--- src/rtl/mem_arb_pkg.sv ---
// Shared types and defaults for the unified-memory arbiter.
// Port ids double as the round-robin "last granted" marker.
package mem_arb_pkg;

   localparam int DEF_ADDR_W = 16;
   localparam int DEF_DATA_W = 16;
   localparam int LOCK_CNT_W = 8;

   typedef enum logic {
      FREE   = 1'b0,
      LOCKED = 1'b1
   } arb_state_t;

   typedef enum logic {
      IF   = 1'b0,
      DATA = 1'b1
   } port_id_t;

endpackage

--- src/rtl/mem_arb_rr2.sv ---
// Two-way round-robin pick between fetch and data requesters.
// gnt[0] = fetch, gnt[1] = data; at most one bit set.
module mem_arb_rr2
   import mem_arb_pkg::*;
(
   input  logic       req_if,
   input  logic       req_d,
   input  port_id_t   last,
   output logic [1:0] gnt
);

   always_comb begin
      gnt = 2'b00;
      if (req_if && req_d) begin
         // Contention goes to whichever port was not served most recently.
         if (last == DATA) gnt = 2'b01;
         else              gnt = 2'b10;
      end else if (req_if) begin
         gnt = 2'b01;
      end else if (req_d) begin
         gnt = 2'b10;
      end
   end

endmodule

--- src/rtl/mem_arbiter.sv ---
// Arbiter sharing the single-port unified memory between fetch and load/store,
// with round-robin fairness and a bounded lock for LM/SM bursts.
module mem_arbiter
   import mem_arb_pkg::*;
#(
   parameter int ADDR_W   = DEF_ADDR_W,
   parameter int DATA_W   = DEF_DATA_W,
   parameter int MAX_LOCK = 8
)(
   input  logic              clk,
   input  logic              resetn,
   input  logic              if_req,
   input  logic [ADDR_W-1:0] if_addr,
   output logic              if_gnt,
   output logic              if_rvalid,
   output logic [DATA_W-1:0] if_rdata,
   input  logic              d_req,
   input  logic              d_we,
   input  logic [ADDR_W-1:0] d_addr,
   input  logic [DATA_W-1:0] d_wdata,
   input  logic              d_lock,
   output logic              d_gnt,
   output logic              d_rvalid,
   output logic [DATA_W-1:0] d_rdata,
   output logic              mem_rwbar,
   output logic [ADDR_W-1:0] mem_addr,
   output logic [DATA_W-1:0] mem_wdata,
   input  logic [DATA_W-1:0] mem_rdata
);

   localparam logic [LOCK_CNT_W-1:0] MAX_CNT = LOCK_CNT_W'(MAX_LOCK);

   arb_state_t            state_q, state_d;
   port_id_t              last_q, last_d;
   logic [LOCK_CNT_W-1:0] lock_cnt_q, lock_cnt_d;
   logic                  pend_if, pend_d;
   logic [1:0]            rr_gnt;
   logic                  if_gnt_c, d_gnt_c;

   mem_arb_rr2 u_rr (
      .req_if (if_req),
      .req_d  (d_req),
      .last   (last_q),
      .gnt    (rr_gnt)
   );

   // Lock FSM: next state, counter and grant decision.
   always_comb begin
      if_gnt_c   = 1'b0;
      d_gnt_c    = 1'b0;
      state_d    = state_q;
      last_d     = last_q;
      lock_cnt_d = lock_cnt_q;

      if (state_q == FREE || !d_lock) begin
         // Dropping d_lock releases the memory in the same cycle.
         if_gnt_c   = rr_gnt[0];
         d_gnt_c    = rr_gnt[1];
         state_d    = FREE;
         lock_cnt_d = '0;
         if (rr_gnt[1] && d_lock) begin
            state_d    = LOCKED;
            lock_cnt_d = LOCK_CNT_W'(1);
         end
      end else if (lock_cnt_q == MAX_CNT && if_req) begin
         // Budget exhausted: fetch gets one slot, lock is kept.
         if_gnt_c   = 1'b1;
         lock_cnt_d = '0;
      end else if (d_req) begin
         d_gnt_c = 1'b1;
         if (lock_cnt_q != MAX_CNT) lock_cnt_d = lock_cnt_q + LOCK_CNT_W'(1);
      end

      if (if_gnt_c)     last_d = IF;
      else if (d_gnt_c) last_d = DATA;
   end

   // No grant may escape while reset is asserted.
   assign if_gnt = if_gnt_c & resetn;
   assign d_gnt  = d_gnt_c & resetn;

   always_ff @(posedge clk or negedge resetn) begin
      if (!resetn) begin
         state_q    <= FREE;
         last_q     <= DATA;
         lock_cnt_q <= '0;
      end else begin
         state_q    <= state_d;
         last_q     <= last_d;
         lock_cnt_q <= lock_cnt_d;
      end
   end

   // Memory-side mux; idle drives a harmless read of address 0.
   always_comb begin
      mem_rwbar = 1'b1;
      mem_addr  = '0;
      mem_wdata = '0;
      if (if_gnt) begin
         mem_addr = if_addr;
      end else if (d_gnt) begin
         mem_rwbar = ~d_we;
         mem_addr  = d_addr;
         mem_wdata = d_wdata;
      end
   end

   // Return stage: steer registered read data to the issuing port.
   always_ff @(posedge clk or negedge resetn) begin
      if (!resetn) begin
         pend_if <= 1'b0;
         pend_d  <= 1'b0;
      end else begin
         pend_if <= if_gnt;
         pend_d  <= d_gnt & ~d_we;
      end
   end

   assign if_rvalid = pend_if;
   assign d_rvalid  = pend_d;
   assign if_rdata  = pend_if ? mem_rdata : '0;
   assign d_rdata   = pend_d  ? mem_rdata : '0;

endmodule
--- config.mk ---
export PLATFORM = sky130hd
export DESIGN_NAME = mem_arbiter
export DESIGN_NICKNAME = d
export VERILOG_FILES = /design/src/rtl/mem_arb_pkg.sv /design/src/rtl/mem_arb_rr2.sv /design/src/rtl/mem_arbiter.sv
export SDC_FILE = /design/constraint.sdc
export NUM_CORES = 1
export LEC_CHECK = 0
export ABC_AREA = 1
export CAP_MARGIN = 5
export CORE_MARGIN = 3
export CORE_UTILIZATION = 30
export CTS_CLUSTER_SIZE = 24
export DETAILED_ROUTE_END_ITERATION = 6
export GPL_ROUTABILITY_DRIVEN = 0
export PLACE_DENSITY_LB_ADDON = 0.25
export SLEW_MARGIN = 20
export SYNTH_ARGS = -nofsm -noshare
export SYNTH_HDL_FRONTEND = slang
export SYNTH_SLANG_ARGS = --single-unit
--- constraint.sdc ---
create_clock -name clk -period 2.1 [get_ports clk]
set_input_delay 0.42 -clock clk [delete_from_list [all_inputs] [get_ports clk]]
set_output_delay 0.42 -clock clk [all_outputs]
set_load 0.005 [all_outputs]
==> flow_summary.json <==
{
  "startpoint": "lock_cnt_q[1]$_DFFE_PN0P_",
  "rows": 24,
  "synth_mux_area_share_pct": 0,
  "ff2ff_path_depth": 12,
  "min_period_over_period_pct": 107,
  "io_pins": 139,
  "synth_compound_area_share_pct": 5.36,
  "endpoint": "mem_addr[14]",
  "finalMaxSlewViolations": 0,
  "crit_fanout": 5,
  "cap_viol_max_count": 0,
  "viasPerCell": 4.66,
  "layout_min_cycle_time_ns": 2.25,
  "final_cell_mix": "clkdlybuf4s50_1 (100), nand2_1 (71), inv_1 (60)",
  "fin_worst_skew_ns": 0.00334,
  "chipWidth_um": 73.8,
  "clock_latency_ns": 0.24,
  "worstPathRequired_ns": 1.68,
  "netlist_instances": 251,
  "final_antenna_net_count": 0,
  "placed_area_mm2": 0.00293,
  "grt_pass1_wl_mm": 10.4,
  "synth_fa_ha_area_share_pct": 1.82,
  "crit_type": "register to output pin",
  "grt_max_degree": 24,
  "cts_tree": "built",
  "syn_nets": 323,
  "synthXorXnorAreaFrac_pct": 0,
  "r2r-start": "lock_cnt_q[1]$_DFFE_PN0P_",
  "critPathLaunchType": "register",
  "layout_commonest_cell": "clkdlybuf4s50_1",
  "gr-total-overflow": 0,
  "yosysUniqueCellTypes": 22,
  "fmax_mhz": 444,
  "hp-class": "register to register",
  "ys_seq_elements": 12,
  "synth-simple-area-share_pct": 49.0,
  "layout-drive-gt1-share_pct": 33.8,
  "grt_pass1_vias": 2280,
  "slew_headroom_pct": 72.3,
  "netlist_area_mm2": 0.00138,
  "r2r_slack_ns": 0.22,
  "cts-root-buf": "clkbuf_8",
  "drc": 0,
  "cts_buffers": 3,
  "finalInstanceArea_mm2": 0.00341,
  "n_fill_cell": 320,
  "hold_start": "last_q$_DFFE_PN1P_",
  "dieHeight_um": 73.8,
  "violations": "negative setup slack",
  "yosysTopAreaCell": "nand2_1",
  "drt_iter0_drc": 88,
  "port_buffers": 138,
  "dpl.hpwl_mm": 4.44,
  "antenna_found_initial": 0,
  "cts_hold_buf": 0,
  "ys_seq_area_share_pct": 21.9,
  "leakagePower_nw": 1.90,
  "fin_nets": 517,
  "path_clk_slew_ns": 0.05,
  "status": "complete, but fails checks",
  "die-area_mm2": 0.00544,
  "clock-sinks": 12,
  "fin_setup_tns_ns": -2.39,
  "ir_drop_mv": 0.449,
  "total_power_mw": 1.18,
  "drtPass1Iterations": 4,
  "setup_viol": 30,
  "rsz0062_at_grt": "yes",
  "track_usage_pct": 24.1,
  "wl_per_cell_um": 14.1,
  "clockBufferDepth": 2,
  "vias": 2311,
  "final-hold-violation-count": 0,
  "syn_to_final_growth_pct": 148,
  "wl_mm": 7.01,
  "tightestPinTransition_ns": 0.416,
  "antennaDiodeCount": 0,
  "core_mm2": 0.00438,
  "synth.area.top_cells": "nand2_1 (24%), dfrtp_1 (20%), inv_1 (18%), nand4_1 (8.2%), nor2_1 (6.3%)",
  "r2r_end": "lock_cnt_q[5]$_DFFE_PN0P_",
  "synth_top_family_by_area": "simple AND/OR/NAND/NOR gates",
  "h-tree-depth": 1,
  "yosysWarnings": 0,
  "cp-end-kind": "output pin",
  "cp_data_arrival_time_ns": 1.83,
  "setup_slack_ns": -0.153,
  "power.density_mw_per_mm2": 348,
  "initial_utilization_pct": 31.4,
  "avgSynthCellArea_um2": 5.49,
  "yosys.area.top_type_share_pct": 23.7
}
==> flip-flops by register name, summed over array words and instances (netlist names) <==
name	flops
d_rvalid	1
if_rvalid	1
last_q	1
lock_cnt_q	8
state_q	1
==> worst max-delay path, stage by stage (launching register included) <==
cell,delay (ns)
dfrtp_1,0.39
inv_2,0.08
ha_4,0.14
nand3_4,0.08
nor2_4,0.09
nand2_2,0.06
nand2_4,0.14
nand2_8,0.09
buf_6,0.14
nor2_8,0.11
nand2_1,0.07
nand2_1,0.08
buf_2,0.12
==> synthesized netlist by cell type, drive strengths merged <==
cell type and n:
nand2 93, inv 65, nor2 26, nand4 18, dfrtp 11, o21ai 9, nand3 8, buf 7
a21oi 5, clkbuf 4, ha 2, dfstp 1, nor3 1, or2 1
==> worst min path at each step <==
stage | end | slack, ns | cells past startpoint
2_1_floorplan | d_rvalid$_DFF_PN0_ | 0.12 | 0
3_3_place_gp | last_q$_DFFE_PN1P_ | 0.46 | 2
3_5_place_dp | last_q$_DFFE_PN1P_ | 0.47 | 2
4_1_cts | last_q$_DFFE_PN1P_ | 0.50 | 2
5_1_grt | last_q$_DFFE_PN1P_ | 0.54 | 2
6_report | last_q$_DFFE_PN1P_ | 0.49 | 2
==> per-stage QoR <==
stage	std cells	hold slack [ns]	worst slack, ns	util, %
after floorplan	251	0.124	0.272	-
after global placement	452	0.464	-0.471	66.8
after detailed placement	452	0.474	-0.494	66.8
after CTS	496	0.497	-0.158	76.1
after global routing	496	0.536	-0.245	77.8
final	496	0.495	-0.153	77.8
==> what timing repair did <==
action | in CTS | in global routing
pin swaps | 28 | 18
gates resized for setup | 184 | 36
setup buffers | 34 | 5
cloned | 7 | 0
setup endpoints to repair | 35 | 59
hold endpoints to repair | 0 | 0
==> cell families after synthesis <==
kind of cell               count (synthesis)
and+or+nand+nor                          147
adders and majority gates                  2
DFF                                       12
buffers and inverters                     76
AOI/OAI and AO/OA                         14
==> metal layers <==
metal / global-route usage (%) / part of all wire (%)
met5: 0 / 0
met4: 7.44 / 2.5
met3: 5.20 / 7.7
met2: 43.9 / 53
met1: 27.6 / 37
==> where the power goes <==
group | total, mW | internal [mW] | leakage (nW) | switching (mW)
sequential | 0.267 | 0.247 | 0.157 | 0.0198
clock | 0.251 | 0.166 | 0.0288 | 0.0857
combinational | 0.666 | 0.380 | 1.71 | 0.286
total | 1.18 | 0.793 | 1.90 | 0.392
==> layout make-up <==
| type | instances | area (um^2) | area share [%] |
|---|---|---|---|
| Inverter | 65 | 244 | 7.16 |
| Multi-Input combinational cell | 170 | 1010 | 29.8 |
| Sequential cell | 12 | 304 | 8.92 |
| Tap cell | 52 | 65.1 | 1.91 |
| Clock buffer | 4 | 55.1 | 1.61 |
| Timing Repair Buffer | 193 | 1730 | 50.6 |
Note: power is estimated with default switching activity, not from simulation.
